**config.mk**
```make
export PLATFORM = sky130hd
export DESIGN_NAME = store_buffer_flat
export DESIGN_NICKNAME = d
export VERILOG_FILES = /design/src/rtl/store_buffer_if.sv /design/src/rtl/store_buffer.sv /design/src/flat_wrapper.sv
export SDC_FILE = /design/constraint.sdc
export NUM_CORES = 1
export LEC_CHECK = 0
export CORE_MARGIN = 10
export CORE_UTILIZATION = 45
export DETAILED_ROUTE_END_ITERATION = 10
export PLACE_DENSITY = 0.69
export REMOVE_ABC_BUFFERS = 1
export SYNTH_ARGS = -nofsm -noshare
export SYNTH_HDL_FRONTEND = slang
export SYNTH_SLANG_ARGS = --single-unit
```
**constraint.sdc**
```tcl
create_clock -name clk_i -period 4.2 [get_ports clk_i]
set_clock_uncertainty 0.05 [all_clocks]
set_input_delay 1.26 -clock clk_i [delete_from_list [all_inputs] [get_ports clk_i]]
set_output_delay 1.26 -clock clk_i [all_outputs]
set_load 0.01 [all_outputs]
```
**src/rtl/store_buffer_if.sv**
```systemverilog
// Store-buffer bus bundle: pipeline store/load side plus the mem_control write port.
// The slave modport belongs to the buffer; the master modport drives the buffer's inputs.
interface store_buffer_if;
  // Pipeline store port
  logic        st_valid_i;
  logic        st_ready_o;
  logic [1:0]  st_acc_i;
  logic [31:0] st_addr_i;
  logic [31:0] st_data_i;
  logic        st_misalign_o;
  // Pipeline load hazard port
  logic        ld_valid_i;
  logic [31:0] ld_addr_i;
  logic        ld_stall_o;
  // mem_control write port
  logic        wr_en_o;
  logic [1:0]  acc_w_o;
  logic [31:0] addr_w_o;
  logic [31:0] data_w_o;
  logic        wr_ready_i;
  // Fence support
  logic        empty_o;

  modport slave (
    input  st_valid_i, st_acc_i, st_addr_i, st_data_i, ld_valid_i, ld_addr_i, wr_ready_i,
    output st_ready_o, st_misalign_o, ld_stall_o, wr_en_o, acc_w_o, addr_w_o, data_w_o, empty_o
  );

  modport master (
    output st_valid_i, st_acc_i, st_addr_i, st_data_i, ld_valid_i, ld_addr_i, wr_ready_i,
    input  st_ready_o, st_misalign_o, ld_stall_o, wr_en_o, acc_w_o, addr_w_o, data_w_o, empty_o
  );
endinterface

```
**src/rtl/store_buffer.sv**
```systemverilog
// Store queue between the load/store stage and mem_control. Accepts one store per cycle,
// drains in FIFO order through a two-cycle issue/commit handshake, and stalls loads that
// overlap a pending store word or that collide with a write occupying the memory port.
// Optional feature macro: STBUF_LOAD_PRIORITY_EN (loads get the memory port first).
module store_buffer #(
  parameter int unsigned DEPTH = 4
) (
  input logic           clk_i,
  input logic           rstn_i,
  store_buffer_if.slave bus
);

  localparam int unsigned PtrW = $clog2(DEPTH);
  localparam int unsigned CntW = PtrW + 1;
  localparam logic [CntW-1:0] Full = CntW'(DEPTH);

  localparam logic [1:0] MemAccessByte     = 2'b00;
  localparam logic [1:0] MemAccessHalfword = 2'b01;
  localparam logic [1:0] MemAccessWord     = 2'b10;

  typedef enum logic {StIdle, StCommit} state_e;

  state_e          state_q, state_d;
  logic [PtrW-1:0] wr_ptr_q, wr_ptr_d;
  logic [PtrW-1:0] rd_ptr_q, rd_ptr_d;
  logic [CntW-1:0] count_q, count_d;
  logic            misalign_q, misalign_d;

  logic [1:0]  acc_mem  [DEPTH];
  logic [31:0] addr_mem [DEPTH];
  logic [31:0] data_mem [DEPTH];

  logic             aligned;
  logic             push;
  logic             pop;
  logic             issue;
  logic             hit;
  logic             busy;
  logic             drain_ok;
  logic [DEPTH-1:0] entry_valid;

  // Only the word index of a load matters for the overlap check.
  logic unused_ld_lsb;
  assign unused_ld_lsb = ^bus.ld_addr_i[1:0];

  // Natural-alignment check on the incoming store.
  always_comb begin
    aligned = 1'b1;
    case (bus.st_acc_i)
      MemAccessHalfword: aligned = ~bus.st_addr_i[0];
      MemAccessWord:     aligned = (bus.st_addr_i[1:0] == 2'b00);
      default:           aligned = 1'b1;
    endcase
  end

  assign bus.st_ready_o = (count_q != Full);
  assign push           = bus.st_valid_i & bus.st_ready_o & aligned;

  // An entry is live when its distance from the head (mod DEPTH) is below count.
  always_comb begin
    entry_valid = '0;
    for (int i = 0; i < DEPTH; i++) begin
      entry_valid[i] = ({1'b0, PtrW'(i) - rd_ptr_q}) < count_q;
    end
  end

  // Word-granular overlap of the load against every live entry, head included.
  always_comb begin
    hit = 1'b0;
    for (int i = 0; i < DEPTH; i++) begin
      if (entry_valid[i] && (addr_mem[i][31:2] == bus.ld_addr_i[31:2])) begin
        hit = 1'b1;
      end
    end
    hit = hit & bus.ld_valid_i;
  end

`ifdef STBUF_LOAD_PRIORITY_EN
  // Yield the port to a load unless it is blocked by a hit anyway or the queue is full.
  assign drain_ok = ~bus.ld_valid_i | hit | (count_q == Full);
`else
  assign drain_ok = 1'b1;
`endif

  // Issue/commit sequencing towards mem_control.
  always_comb begin
    state_d = state_q;
    issue   = 1'b0;
    pop     = 1'b0;
    unique case (state_q)
      StIdle: begin
        if ((count_q != '0) && bus.wr_ready_i && drain_ok) begin
          issue   = 1'b1;
          state_d = StCommit;
        end
      end
      StCommit: begin
        pop     = 1'b1;
        state_d = StIdle;
      end
      default: state_d = StIdle;
    endcase
  end

  // Write port shows the head entry whenever one exists; zero when empty.
  always_comb begin
    bus.wr_en_o  = issue;
    bus.acc_w_o  = '0;
    bus.addr_w_o = '0;
    bus.data_w_o = '0;
    if (count_q != '0) begin
      bus.acc_w_o  = acc_mem[rd_ptr_q];
      bus.addr_w_o = addr_mem[rd_ptr_q];
      bus.data_w_o = data_mem[rd_ptr_q];
    end
  end

  assign busy           = (state_q == StCommit) | (issue & bus.wr_ready_i);
  assign bus.ld_stall_o = bus.ld_valid_i & (hit | busy);
  assign bus.empty_o    = (count_q == '0) && (state_q == StIdle);
  assign bus.st_misalign_o = misalign_q;

  // Pointer, occupancy and misalign-pulse next state.
  always_comb begin
    wr_ptr_d   = push ? wr_ptr_q + 1'b1 : wr_ptr_q;
    rd_ptr_d   = pop ? rd_ptr_q + 1'b1 : rd_ptr_q;
    count_d    = count_q;
    misalign_d = bus.st_valid_i & bus.st_ready_o & ~aligned;
    unique case ({push, pop})
      2'b10:   count_d = count_q + 1'b1;
      2'b01:   count_d = count_q - 1'b1;
      default: count_d = count_q;
    endcase
  end

  // Control state register.
  always_ff @(posedge clk_i or negedge rstn_i) begin
    if (!rstn_i) begin
      state_q    <= StIdle;
      wr_ptr_q   <= '0;
      rd_ptr_q   <= '0;
      count_q    <= '0;
      misalign_q <= 1'b0;
    end else begin
      state_q    <= state_d;
      wr_ptr_q   <= wr_ptr_d;
      rd_ptr_q   <= rd_ptr_d;
      count_q    <= count_d;
      misalign_q <= misalign_d;
    end
  end

  // Entry storage; contents are only observed through live entries, so no reset needed.
  always_ff @(posedge clk_i) begin
    if (push) begin
      acc_mem[wr_ptr_q]  <= bus.st_acc_i;
      addr_mem[wr_ptr_q] <= bus.st_addr_i;
      data_mem[wr_ptr_q] <= bus.st_data_i;
    end
  end

endmodule

```
**src/flat_wrapper.sv**
```systemverilog
// flat-port wrapper written by rule: the top's interface ports become plain ports
module store_buffer_flat 
#(
  parameter int unsigned DEPTH = 4
)
  (clk_i, rstn_i, bus_st_valid_i, bus_st_acc_i, bus_st_addr_i, bus_st_data_i, bus_ld_valid_i, bus_ld_addr_i, bus_wr_ready_i, bus_st_ready_o, bus_st_misalign_o, bus_ld_stall_o, bus_wr_en_o, bus_acc_w_o, bus_addr_w_o, bus_data_w_o, bus_empty_o);
  store_buffer_if bus_i ();
  input logic clk_i;
  input logic rstn_i;
  input wire logic [$bits(bus_i.st_valid_i)-1:0] bus_st_valid_i;
  input wire logic [$bits(bus_i.st_acc_i)-1:0] bus_st_acc_i;
  input wire logic [$bits(bus_i.st_addr_i)-1:0] bus_st_addr_i;
  input wire logic [$bits(bus_i.st_data_i)-1:0] bus_st_data_i;
  input wire logic [$bits(bus_i.ld_valid_i)-1:0] bus_ld_valid_i;
  input wire logic [$bits(bus_i.ld_addr_i)-1:0] bus_ld_addr_i;
  input wire logic [$bits(bus_i.wr_ready_i)-1:0] bus_wr_ready_i;
  output wire logic [$bits(bus_i.st_ready_o)-1:0] bus_st_ready_o;
  output wire logic [$bits(bus_i.st_misalign_o)-1:0] bus_st_misalign_o;
  output wire logic [$bits(bus_i.ld_stall_o)-1:0] bus_ld_stall_o;
  output wire logic [$bits(bus_i.wr_en_o)-1:0] bus_wr_en_o;
  output wire logic [$bits(bus_i.acc_w_o)-1:0] bus_acc_w_o;
  output wire logic [$bits(bus_i.addr_w_o)-1:0] bus_addr_w_o;
  output wire logic [$bits(bus_i.data_w_o)-1:0] bus_data_w_o;
  output wire logic [$bits(bus_i.empty_o)-1:0] bus_empty_o;
  assign bus_i.st_valid_i = bus_st_valid_i;
  assign bus_i.st_acc_i = bus_st_acc_i;
  assign bus_i.st_addr_i = bus_st_addr_i;
  assign bus_i.st_data_i = bus_st_data_i;
  assign bus_i.ld_valid_i = bus_ld_valid_i;
  assign bus_i.ld_addr_i = bus_ld_addr_i;
  assign bus_i.wr_ready_i = bus_wr_ready_i;
  assign bus_st_ready_o = bus_i.st_ready_o;
  assign bus_st_misalign_o = bus_i.st_misalign_o;
  assign bus_ld_stall_o = bus_i.ld_stall_o;
  assign bus_wr_en_o = bus_i.wr_en_o;
  assign bus_acc_w_o = bus_i.acc_w_o;
  assign bus_addr_w_o = bus_i.addr_w_o;
  assign bus_data_w_o = bus_i.data_w_o;
  assign bus_empty_o = bus_i.empty_o;
  store_buffer #(.DEPTH(DEPTH)) u_core (.clk_i(clk_i), .rstn_i(rstn_i), .bus(bus_i));
endmodule
```
## After elaboration in Yosys (flattened, before gate mapping)

Memory sizes are Yosys's and may differ from the RTL's.
Cells that the tools add are included.

| operators by class | value |
|---|---|
| add/sub/neg operators | 8 |
| $mul | 0 |
| div/mod/pow operators | 0 |
| order comparisons | 4 |
| equal/unequal tests | 9 |
| shifts and indexed selects | 0 |
| mux-type cells | 15 |
| bitwise logic cells | 11 |
| reductions and logical operators | 10 |

Operator list:

| kind | number |
|---|---|
| $eq 30x30->1 | 4 |
| $mux 32 | 2 |
| $lt 2x3->1 | 4 |
| $mux 1 | 9 |
| $and 1x1->1 | 6 |
| $logic_and 1x1->1 | 6 |
| $pmux 3 s2 | 1 |
| $add 2x1->2 const B | 2 |
| $eq 2x1->1 const B | 2 |
| $eq 2x2->1 const B | 2 |
| $pmux 1 s2 | 2 |
| $sub 1x2->2 const A | 2 |
| $sub 2x2->2 const A | 2 |
| $add 3x1->3 const B | 1 |
| $logic_not 3->1 | 1 |
| $ne 3x3->1 const B | 1 |
| $not 1->1 | 3 |
| $reduce_bool 3->1 | 1 |
| $sub 3x1->3 const B | 1 |
| $logic_not 2->1 | 1 |
| $mux 2 | 1 |
| $or 1x1->1 | 2 |
| $reduce_bool 2->1 | 1 |

| storage, ports and cells | value |
|---|---|
| flip-flop bits (word level) | 9 |
| latch bits | 0 |
| memory bits (writable) | 264 |
| ROM bits | 0 |
| input port bits | 103 |
| memories kept | 3 |

Memories:

| name | depth | bits a word | rd ports | clocked after memory_dff | write ports | line | RTL |
|---|---|---|---|---|---|---|---|
| u_core.addr_mem | 4 | 32 | 5 | 0 | 1 | store_buffer.sv:30 | `logic [31:0] addr_mem [DEPTH];` |
| u_core.data_mem | 4 | 32 | 1 | 0 | 1 | store_buffer.sv:31 | `logic [31:0] data_mem [DEPTH];` |
| u_core.acc_mem | 4 | 2 | 1 | 0 | 1 | store_buffer.sv:29 | `logic [1:0] acc_mem [DEPTH];` |

## Logic depth before layout (Yosys ltp)

Gate-level depths: netlist of run 1.

| logic depth | value |
|---|---|
| depth after elaboration | 10 |
| mapped depth | 13 |
| gate-level depth less buffers | 13 |

## Least setup slack after synthesis of run 1

Ideal clock, no wire load.

| path | value |
|---|---|
| kind | input-to-reg |
| from | in bus_st_acc_i[0] |
| to | mem u_core.acc_mem[0][0] (enable) |
| arrival | 3454 ps |
| slack | 265 ps |
| stages on the path | 7 |
| buffers on the path | 0 |
| path through | inv_1 > ha_1 > a21oi_1 > nor2_1 > nor2_1 > nor2_2 > and2_1 |

| on the way | value |
|---|---|
| cells in the longest elaborated chain, start to end | 5 |

RTL lines:

| item | line | RTL |
|---|---|---|
| from (decl) | flat_wrapper.sv:11 | `input wire logic [$bits(bus_i.st_acc_i)-1:0] bus_st_acc_i;` |
| $eq 2x2->1 or $eq 2x1->1 (tied branches) | store_buffer.sv:49 | `case (bus.st_acc_i)` |
| $pmux 1 s2 * | store_buffer.sv:49 |  |
| $and 1x1->1 * | store_buffer.sv:57 | `assign push = bus.st_valid_i & bus.st_ready_o & aligned;` |
| $mux 1 * | store_buffer.sv:155 | `if (push) begin` |
| $mux 1 (implied by the code) * | store_buffer.sv:156 | `acc_mem[wr_ptr_q] <= bus.st_acc_i;` |
| to (decl) | store_buffer.sv:29 |  |

Mark *: on every way between the ends. The rest lies on a longest branch, timed or not.

## Worst setup path in the final report of run 1

| path | value |
|---|---|
| from | in bus_ld_addr_i[7] |
| to | out bus_ld_stall_o |

| on the way | value |
|---|---|
| cells in the longest elaborated chain, start to end | 9 |

RTL lines:

| item | line | RTL |
|---|---|---|
| from (decl) | flat_wrapper.sv:15 | `input wire logic [$bits(bus_i.ld_addr_i)-1:0] bus_ld_addr_i;` |
| $eq 30x30->1 | store_buffer.sv:71 | `if (entry_valid[i] && (addr_mem[i][31:2] == bus.ld_addr_i[31:2])) begin` |
| $logic_and 1x1->1 | store_buffer.sv:71 |  |
| $mux 1 (3 in series) | store_buffer.sv:71 |  |
| $mux 1 * | store_buffer.sv:71 |  |
| $and 1x1->1 * | store_buffer.sv:75 | `hit = hit & bus.ld_valid_i;` |
| $or 1x1->1 * | store_buffer.sv:119 | `assign bus.ld_stall_o = bus.ld_valid_i & (hit \| busy);` |
| $and 1x1->1 * | store_buffer.sv:119 |  |
| to (decl) | flat_wrapper.sv:19 | `output wire logic [$bits(bus_i.ld_stall_o)-1:0] bus_ld_stall_o;` |

Marks and branches as above.

==> results of run 1 <==
==> sequential cells by signal (all words and copies together), names as in the netlist <==
signal / count
u_core.count_q: 3
u_core.addr_mem: 128
u_core.state_q: 1
u_core.data_mem: 128
u_core.rd_ptr_q: 2
u_core.wr_ptr_q: 2
u_core.bus.st_misalign_o: 1
u_core.acc_mem: 8
==> final cells by class <==
type | count | area, um^2 | area share (%)
repair buffers | 231 | 2180 | 14.0
clock inverters | 11 | 47.5 | 0.305
clock buffers | 40 | 797 | 5.12
multi-input cells | 343 | 3920 | 25.2
diodes | 3 | 7.51 | 0.0482
inverters | 12 | 45.0 | 0.289
well taps | 335 | 419 | 2.69
flip-flops and latches | 273 | 8160 | 52.4
==> worst min-delay path by stage <==
stage                                 start                 to  slack [ns]
after floorplan           u_core.count_q[1]  u_core.count_q[1]        0.42
after global placement    u_core.count_q[1]  u_core.count_q[1]        0.45
after detailed placement  u_core.count_q[1]  u_core.count_q[1]        0.49
after CTS                 u_core.count_q[1]  u_core.count_q[1]        0.50
after global routing      u_core.count_q[1]  u_core.count_q[1]        0.56
final                     u_core.count_q[1]  u_core.count_q[1]        0.50
==> where the power goes <==
group | internal, W | switching (W) | leakage (nW)
clock | 0.00131 | 0.000967 | 0.417
combinational | 0.00201 | 0.00178 | 2.40
sequential | 0.00339 | 0.000174 | 2.50
==> through the flow <==
stage	power (W)	setup TNS (ns)
after detailed placement	0.00744	-1.02
after global routing	0.0102	-0.0594
after CTS	0.00979	0
final	0.00964	0
after global placement	0.00739	-0.990
after floorplan	0.00566	-80.87
==> metal layers <==
metal  up-vias  track usage, %  share of wire, %
li1       3006               -                 -
met1      3366            21.0                40
met2       217            29.5                49
met3        43            5.94               9.1
met4         8            3.78               1.7
met5         -               0              0.16
==> worst max-delay path: stages <==
cell and delay [ns]:
clkdlybuf4s15_2 0.21, xnor2_2 0.20, nand4_1 0.12, nor4_2 0.35, o2111ai_1 0.18, o22ai_2 0.17
o31a_1 0.21, buf_2 0.17
==> cell families after synthesis <==
family,synth area share [%]
muxes,12.5
xor gates and xnor gates,9.31
and+or+nand+nor,6.20
buffers and inverters,1.54
DFF,68.3
AOI/OAI and AO/OA,0.817
adders and majority gates,1.32
==> cell usage in the layout, fill, tap and decap left out, types with 2 or more instances in the layout <==
cell / instances
xor2_1: 76
nand3_1: 3
ha_1: 11
a2111oi_2: 2
nor4_2: 12
xor2_2: 6
nand4_1: 13
buf_6: 5
diode_2: 3
nor4_1: 6
clkbuf_8: 3
buf_4: 49
xnor2_1: 28
dfrtp_1: 7
clkdlybuf4s50_1: 140
clkbuf_2: 5
clkinv_1: 6
inv_1: 12
edfxtp_1: 264
nor2_1: 6
clkbuf_16: 29
dlygate4sd2_1: 7
and2_4: 4
dfrtp_4: 2
nor2b_1: 66
a21oi_1: 5
clkbuf_1: 8
mux4_2: 66
clkinv_2: 5
nand2_1: 4
nor4_4: 2
clkdlybuf4s15_2: 5
buf_12: 7
nor3_1: 2
buf_2: 12
xnor2_2: 17
==> what timing repair did <==
item,4_1_cts,5_1_grt
endpoints found under the setup margin,1,6
resized for setup,123,21
pin swaps,36,14
==> run_results.csv, run 1 <==
group,metric,value,unit
timing,worst_slack,0.0133,ns
logic_synthesis,synthArstFlopShare,3.30,%
grt,grt_antenna_before_repair,8,
floorplan,design.die.area,33500,um^2
worst_setup_path,reg2reg_slack,1.81,ns
grt,first_global_vias,7331,
drt,via_per_inst,5.32,
run_status,status,"complete, no violations",
floorplan,initial_utilization,45.8,%
hold_path,hold_class,"flip-flop to flip-flop",
cells_and_area,drive_above_1_share,26.2,%
grt,grt_max_degree,56,
timing,relSlewSlack,59.5,%
worst_setup_path,crit_start,"bus_ld_addr_i[7]",
logic_synthesis,yosysWarnings,0,
cells_and_area,layout.cells.non_filler,1248,
logic_synthesis,netlist.area_leader.share,66.4,%
timing,timing.final.crit_share,99.7,%
grt,track_usage,17.3,%
logic_synthesis,avgSynthCellArea,18.3,um^2
clock_network,htree_levels,1,
grt,grt_first_pass_wirelength,44.4,mm
floorplan,die_x,183,um
clock_network,clk_pin_slew,0.06,ns
timing,maxSlewViolCount,0,
drt,drtPass1Iterations,5,
logic_synthesis,synthTopCellsByCount,"edfxtp_1 (264), xor2_1 (82), mux4_2 (66), nor2b_1 (66), xnor2_1 (45)",
worst_setup_path,critPathKind,"input port to output pin",
drt,drt_iter0_markers,419,
timing,hold_viol,0,
worst_setup_path,worst_setup_path_end_kind,"output pin",
power_and_ir_drop,cellPowerDensity,619,nW/um^2
clock_network,cts_tree,"yes",
power_and_ir_drop,peakVddDrop,0.547,mV
clock_network,cts_made_buffers,28,
logic_synthesis,synth_area,11900,um^2
logic_synthesis,synth.most_common_cell,"edfxtp_1",
worst_setup_path,worstRegToRegCells,6,
placement,port_buffers,171,
floorplan,rows,59,
floorplan,core_area,26100,um^2
logic_synthesis,synth_edf_count,264,
clock_network,clkLatencyLatePin,0.54,ns
placement,numPlacedInstances,1194,
clock_network,ctsHoldBuffers,0,
clock_network,cts_setup_buffers,0,
worst_setup_path,critPathArrivalTime,2.88,ns
timing,hold_ws,0.500,ns
clock_network,clock-root-buffer,"clkbuf_16",
logic_synthesis,synth-seq-cells,273,
logic_synthesis,seq_area_frac_synth,68.3,%
drt,routed_wl,29.5,mm
clock_network,cts_buffer_depth,3,
floorplan,io_pins,174,
cells_and_area,syn2layout_area_growth,30.4,%
worst_setup_path,r2r-end,"u_core.acc_mem[1][0]",
cells_and_area,fill_cells,1941,
run,max-cap-violations,0,
placement,gp_congestion,0.837,
worst_setup_path,crit_fanout,2,
clock_network,cts_sinks,273,
drt,antenna_left,0,
drt,dr_total_vias,6640,
worst_setup_path,required,2.89,ns
logic_synthesis,synth_flop_cell,"edfxtp_1",
floorplan,die_y,183,um
timing,timing.final.crit_period,4.19,ns
timing,max_freq,0.239,GHz
logic_synthesis,synth_area_leader_cell,"edfxtp_1",
cells_and_area,final_cell_area,15600,um^2
timing,tightest_slew,0.607,ns
worst_setup_path,crit_end,"bus_ld_stall_o",
logic_synthesis,ys_types,34,
power_and_ir_drop,p_leak,5.32,nW
logic_synthesis,synthTopCellsByArea,"edfxtp_1 (66%), mux4_2 (12%), xor2_1 (6.0%)",
timing,rsz0062_at_grt,"yes",
drt,drc,0,
placement,post-place-ws,-1.02,ns
grt,overflow,0,
logic_synthesis,syn-instance-count,651,
cells_and_area,fin_util,59.8,%
hold_path,holdPathStages,2,
cells_and_area,layout.nets,1004,
placement,place_area,14500,um^2
timing,setup_violations,0,
placement,hpwlAfterDp,20.7,mm
drt,wire_per_inst,23.6,um
worst_setup_path,start_kind,"input port",
worst_setup_path,r2r-start,"u_core.count_q[0]",
Note: power is estimated with default switching activity, not from simulation.
==> run 2: changes to the inputs <==
--- a/config.mk
+++ b/config.mk
@@ -5,9 +5,11 @@
 export SDC_FILE = /design/constraint.sdc
 export NUM_CORES = 1
 export LEC_CHECK = 0
+export CAP_MARGIN = 20
 export CORE_MARGIN = 10
 export CORE_UTILIZATION = 45
 export DETAILED_ROUTE_END_ITERATION = 10
+export HOLD_SLACK_MARGIN = 0.1
 export PLACE_DENSITY = 0.69
 export REMOVE_ABC_BUFFERS = 1
 export SYNTH_ARGS = -nofsm -noshare
==> constraint.sdc (replaced) <==
create_clock -name clk_i -period 4.1 [get_ports clk_i]
set_clock_uncertainty 0.05 [all_clocks]
set_input_delay 1.23 -clock clk_i [delete_from_list [all_inputs] [get_ports clk_i]]
set_output_delay 1.23 -clock clk_i [all_outputs]
set_load 0.01 [all_outputs]
==> run 2 against run 1 <==
Compared with the run above: final cell count increased by 0.16%; register-to-register slack worse by 0.07 ns; the flow now finishes with violations (setup timing); critical path depth up 1.
==> run_results.csv, run 2 (synthesized netlist as in run 1, its figures left out) <==
group,metric,value,unit
run_status,status,"complete, but fails checks",
run_status,violations,"setup timing",
worst_setup_path,worstRegToRegCells,6,
worst_setup_path,start_kind,"input port",
clock_network,ctsHoldBuffers,0,
clock_network,clock-root-buffer,"clkbuf_16",
cells_and_area,fin_util,60.7,%
clock_network,clk_pin_slew,0.06,ns
worst_setup_path,required,2.82,ns
power_and_ir_drop,cellPowerDensity,658,nW/um^2
power_and_ir_drop,switchingPower,0.00309,W
worst_setup_path,crit_fanout,3,
worst_setup_path,r2r-start,"u_core.count_q[0]",
placement,hpwlAfterDp,20.7,mm
floorplan,core_area,26100,um^2
cells_and_area,register_area,8160,um^2
grt,grt_first_pass_wirelength,44.9,mm
floorplan,initial_utilization,45.8,%
worst_setup_path,critPathBufInv,4,
drt,routed_wl,29.8,mm
run,max-cap-violations,0,
timing,setup_tns,-0.00751,ns
placement,port_buffers,171,
drt,drc,0,
cells_and_area,largestRegisters,"u_core.addr_mem x128, u_core.data_mem x128, u_core.acc_mem x8",
floorplan,io_pins,174,
grt,grtUsageMet3,5.14,%
timing,timing.final.crit_share,100,%
power_and_ir_drop,pwr-share-comb,37.7,%
hold_path,hold_end,"u_core.count_q[1]",
cells_and_area,syn2layout_area_growth,32.5,%
floorplan,design.die.area,33500,um^2
drt,via_per_inst,5.31,
drt,dr_total_vias,6639,
worst_setup_path,critPathMostFrequentCell,"buf_4",
cells_and_area,drive_above_1_share,27.9,%
drt,antenna_left,0,
timing,setup_violations,1,
power_and_ir_drop,peakVddDrop,0.539,mV
timing,relSlewSlack,56.4,%
hold_path,min_from,"u_core.count_q[1]",
worst_setup_path,worst_setup_path_end_kind,"output pin",
drt,wire_per_inst,23.8,um
cells_and_area,final_cell_mix,"edfxtp_1 (264), clkdlybuf4s50_1 (140), xor2_1 (75)",
cells_and_area,multi_input_area,3940,um^2
grt,grt_antenna_before_repair,10,
grt,grt_use_met2,29.5,%
clock_network,cts_buffer_depth,3,
timing,worst_slack,-0.00751,ns
clock_network,cts_setup_buffers,0,
cells_and_area,fill_cells,1916,
clock_network,cts_sinks,273,
grt,first_global_vias,7371,
timing,maxSlewViolCount,0,
clock_network,cts_tree,"yes",
worst_setup_path,critPathArrivalTime,2.83,ns
grt,grt.busiest_layer,"met2",
worst_setup_path,critPathKind,"input port to output pin",
grt,track_usage,17.4,%
cells_and_area,layout.nets,1005,
power_and_ir_drop,clkPwrFrac,27.3,%
floorplan,rows,59,
placement,gp_congestion,0.839,
drt,drt_iter0_markers,425,
clock_network,cts_made_buffers,28,
cells_and_area,final_common_cell,"edfxtp_1",
clock_network,clkLatencyLatePin,0.53,ns
timing,hold_ws,0.490,ns
power_and_ir_drop,p_leak,5.43,nW
grt,overflow,0,
timing,max_freq,0.243,GHz
timing,rsz0062_at_grt,"yes",
clock_network,htree_levels,1,
power_and_ir_drop,internal_power,0.00732,W
power_and_ir_drop,total_power,0.0104,W
timing,tightest_slew,0.654,ns
worst_setup_path,r2r-end,"u_core.acc_mem[1][0]",
placement,post-place-ws,-1.01,ns
floorplan,die_x,183,um
power_and_ir_drop,sw_frac_of_total,29.7,%
worst_setup_path,slowest_stage,"nor4_2",
worst_setup_path,reg2reg_slack,1.74,ns
power_and_ir_drop,seq_power_share,35.1,%
worst_setup_path,path_cells,"clkbuf_2 > buf_4 > xor2_1 > nor4_2 > buf_4 > nand4_1 > o21ai_1 > o31a_1 > buf_2",
hold_path,hold_class,"flip-flop to flip-flop",
worst_setup_path,critPathTopFamily,"buffers and inverters",
timing,timing.final.crit_period,4.11,ns
drt,drtPass1Iterations,5,
floorplan,die_y,183,um
hold_path,holdPathStages,2,
timing,hold_viol,0,
worst_setup_path,cpPeakStageDelay,0.37,ns
grt,use_met1,21.8,%
grt,grt_max_degree,58,
## run 2: cell types whose count changed in the layout (fill, tap and decap cells not counted), moves of 2 or more
cell	change
bufinv_16	+8
clkinvlp_4	+2
xnor2_1	-2
dlygate4sd2_1	-4
buf_2	-2
clkbuf_2	+6
xnor2_2	+2
clkbuf_8	-3
buf_12	+3
clkbuf_1	-8
## run 2: what timing repair did
item | CTS | global route
setup endpoints to repair | 57 | 2
gates cloned | 0 | 0
gates resized for setup | 117 | 44
pin swaps | 27 | 30
## run 2: layer usage
metal,up-vias,wire (um)
met5,-,80
met4,10,590
met3,50,2310
met2,211,14800
met1,3357,12000
li1,3011,-
## run 2: worst reg2reg max path, cell delays in order (launching register included)
cell     delay, ns
dfrtp_1       0.49
inv_1         0.14
nand3_1       0.16
nand2_1       0.10
nor2_2        0.28
and2_4        0.50
buf_4         0.34
## run 2: how the worst max path moves through the flow
stage | from | end | depth (start not counted)
floorplan | u_core.count_q[0] | bus_acc_w_o[0] | 2
global placement | bus_ld_addr_i[20] | bus_ld_stall_o | 9
detailed placement | bus_ld_addr_i[20] | bus_ld_stall_o | 9
CTS | bus_ld_addr_i[16] | bus_ld_stall_o | 9
global route | bus_ld_addr_i[17] | bus_ld_stall_o | 9
finish | bus_ld_addr_i[17] | bus_ld_stall_o | 9
## run 2: layout make-up
| class | count | share of cell area, % |
|---|---|---|
| flip-flops and latches | 273 | 51.6 |
| multi-input cells | 343 | 24.9 |
| repair buffers | 232 | 13.9 |
| clock buffers | 28 | 4.43 |
| well taps | 335 | 2.65 |
| clock inverters | 24 | 2.21 |
| inverters | 12 | 0.285 |
| diodes | 3 | 0.0474 |
## run 2: power groups by stage
stage	clock, W	sequential (W)	combinational (W)
3_5_place_dp	0	0.00370	0.00392
5_1_grt	0.00301	0.00368	0.00422
4_1_cts	0.00288	0.00364	0.00400
6_report	0.00284	0.00365	0.00392
2_1_floorplan	0	0.00390	0.00190
3_3_place_gp	0	0.00367	0.00391
## run 2: per-stage QoR
stage / instances / area (um^2)
global placement: 1195 / 14500
finish: 1250 / 15800
global route: 1247 / 15800
floorplan: 628 / 11800
detailed placement: 1195 / 14500
CTS: 1247 / 15700
==> run 3: changes to the inputs <==
--- a/config.mk
+++ b/config.mk
@@ -6,7 +6,7 @@
 export NUM_CORES = 1
 export LEC_CHECK = 0
 export CAP_MARGIN = 20
-export CORE_MARGIN = 10
+export CORE_MARGIN = 2
 export CORE_UTILIZATION = 45
 export DETAILED_ROUTE_END_ITERATION = 10
 export HOLD_SLACK_MARGIN = 0.1
==> run 3 against run 2 <==
Compared with the run above: the run still ends with setup timing left; final cell count down 0.24%; largest cell class unchanged; worst hold slack gained 0.038 ns; fmax decreased by 0.59%; sequential power hardly changed; final area fell by 1.4%; largest power group unchanged; power fell by 5.1%; via count grew 1.1%.
==> run_results.csv, run 3 (synthesized netlist as in run 1, its figures left out) <==
group,metric,value,unit
floorplan,die_x,167,um
placement,gp_congestion,0.855,
timing,worst_slack,-0.0317,ns
cells_and_area,largestRegisters,"u_core.addr_mem x128, u_core.data_mem x128, u_core.acc_mem x8",
floorplan,core_area,26100,um^2
run_status,violations,"setup timing",
clock_network,clock-root-buffer,"clkbuf_16",
timing,relSlewSlack,62.7,%
floorplan,io_pins,174,
timing,hold_ws,0.528,ns
cells_and_area,final_common_cell,"edfxtp_1",
floorplan,initial_utilization,45.8,%
cells_and_area,final_cell_area,15600,um^2
clock_network,cts_made_buffers,27,
placement,post-place-ws,-0.849,ns
cells_and_area,fill_cells,1959,
timing,setup_violations,1,
drt,routed_wl,28.8,mm
grt,grt_first_pass_wirelength,43.6,mm
timing,maxSlewViolCount,0,
clock_network,htree_levels,1,
worst_setup_path,slowest_stage,"nor4_2",
run_status,status,"complete, but fails checks",
drt,drtPass1Iterations,5,
floorplan,rows,59,
clock_network,cts_buffer_depth,3,
timing,tightest_slew,0.559,ns
cells_and_area,fin_util,59.9,%
timing,rsz0062_at_grt,"yes",
cells_and_area,layout.nets,1005,
timing,timing.final.crit_share,101,%
clock_network,clk_pin_slew,0.06,ns
grt,first_global_vias,7314,
worst_setup_path,critPathTopFamily,"simple AND/OR/NAND/NOR gates",
drt,dr_total_vias,6715,
drt,antenna_left,0,
grt,grt_antenna_before_repair,7,
floorplan,die_y,167,um
hold_path,hold_class,"flip-flop to flip-flop",
worst_setup_path,crit_fanout,3,
worst_setup_path,required,2.82,ns
power_and_ir_drop,cellPowerDensity,633,nW/um^2
drt,drc,0,
cells_and_area,drive_above_1_share,26.3,%
placement,port_buffers,171,
timing,timing.final.crit_period,4.13,ns
clock_network,clkLatencyLatePin,0.52,ns
drt,via_per_inst,5.38,
worst_setup_path,worst_setup_path_end_kind,"output pin",
clock_network,cts_tree,"yes",
timing,hold_viol,0,
worst_setup_path,path_cells,"buf_8 > xnor2_4 > nand4_1 > nor4_2 > buf_4 > o2111ai_2 > o22ai_1 > o31a_1 > buf_2",
worst_setup_path,cpPeakStageDelay,0.35,ns
grt,overflow,0,
worst_setup_path,critPathBufInv,3,
cells_and_area,final_cell_mix,"edfxtp_1 (264), clkdlybuf4s50_1 (138), xor2_1 (80)",
run,max-cap-violations,0,
floorplan,design.die.area,27900,um^2
worst_setup_path,start_kind,"input port",
worst_setup_path,critPathKind,"input port to output pin",
drt,drt_iter0_markers,505,
cells_and_area,syn2layout_area_growth,30.6,%
clock_network,cts_sinks,273,
power_and_ir_drop,p_leak,5.38,nW
clock_network,ctsHoldBuffers,0,
worst_setup_path,critPathArrivalTime,2.85,ns
grt,grt_max_degree,64,
timing,max_freq,0.242,GHz
power_and_ir_drop,peakVddDrop,0.438,mV
grt,track_usage,20.7,%
placement,place_area,14500,um^2
drt,wire_per_inst,23.1,um
placement,hpwlAfterDp,19.8,mm
## run 3: timing repair
item | 4_1_cts | 5_1_grt
endpoints found under the setup margin | 63 | 5
cloned | 1 | 0
resized for setup | 104 | 64
pin swaps | 31 | 36
setup buffers | 2 | 0
## run 3: area by class of cell
cell class | count | area [um^2] | share of cell area, %
diodes | 2 | 5.00 | 0.0321
clock buffers | 34 | 702 | 4.50
clock inverters | 15 | 97.6 | 0.626
inverters | 12 | 45.0 | 0.289
multi-input cells | 343 | 3910 | 25.1
flip-flops and latches | 273 | 8160 | 52.3
well taps | 335 | 419 | 2.69
repair buffers | 233 | 2260 | 14.5
## run 3: final timing paths
| kind | start | to | slack (ns) | cells after the start |
|---|---|---|---|---|
| max in group asynchronous | rstn_i | u_core.rd_ptr_q[1] | 2.68 | 1 |
| max reg2reg | u_core.count_q[0] | u_core.data_mem[2][27] | 1.77 | 6 |
| min reg2reg | u_core.count_q[1] | u_core.count_q[1] | 0.53 | 2 |
| min in group asynchronous | rstn_i | u_core.bus.st_misalign_o | 0.97 | 1 |
| max | bus_ld_addr_i[18] | bus_ld_stall_o | -0.03 | 9 |
| min | u_core.count_q[1] | u_core.count_q[1] | 0.53 | 2 |
## run 3: routing by layer
layer	vias to the layer above	share of wire (%)	global-route usage, %
met5	-	0.094	0
met4	4	1.6	3.60
met3	42	8.1	5.96
met2	232	51	35.4
met1	3424	39	26.7
li1	3013	-	-
## run 3: power breakdown
group / internal [W] / switching (W) / total, W
Sequential: 0.00348 / 0.000200 / 0.00368
Combinational: 0.00214 / 0.00181 / 0.00394
Clock: 0.00127 / 0.000989 / 0.00226
## run 3: worst min-delay path: cells and delay by family (launching register included)
kind / cells / cell delay (ns)
flip-flops: 1 / 0.39
AND/OR/NAND/NOR: 1 / 0.06
AO/OA/AOI/OAI: 1 / 0.08
## run 3: through the flow
stage                     setup TNS (ns)  cells  total power (W)
after global placement            -0.910   1193          0.00753
after CTS                        -0.0789   1245          0.00998
after detailed placement          -0.849   1193          0.00760
after floorplan                   -85.56    628          0.00580
final                            -0.0317   1247          0.00988
after global routing             -0.0770   1245           0.0104
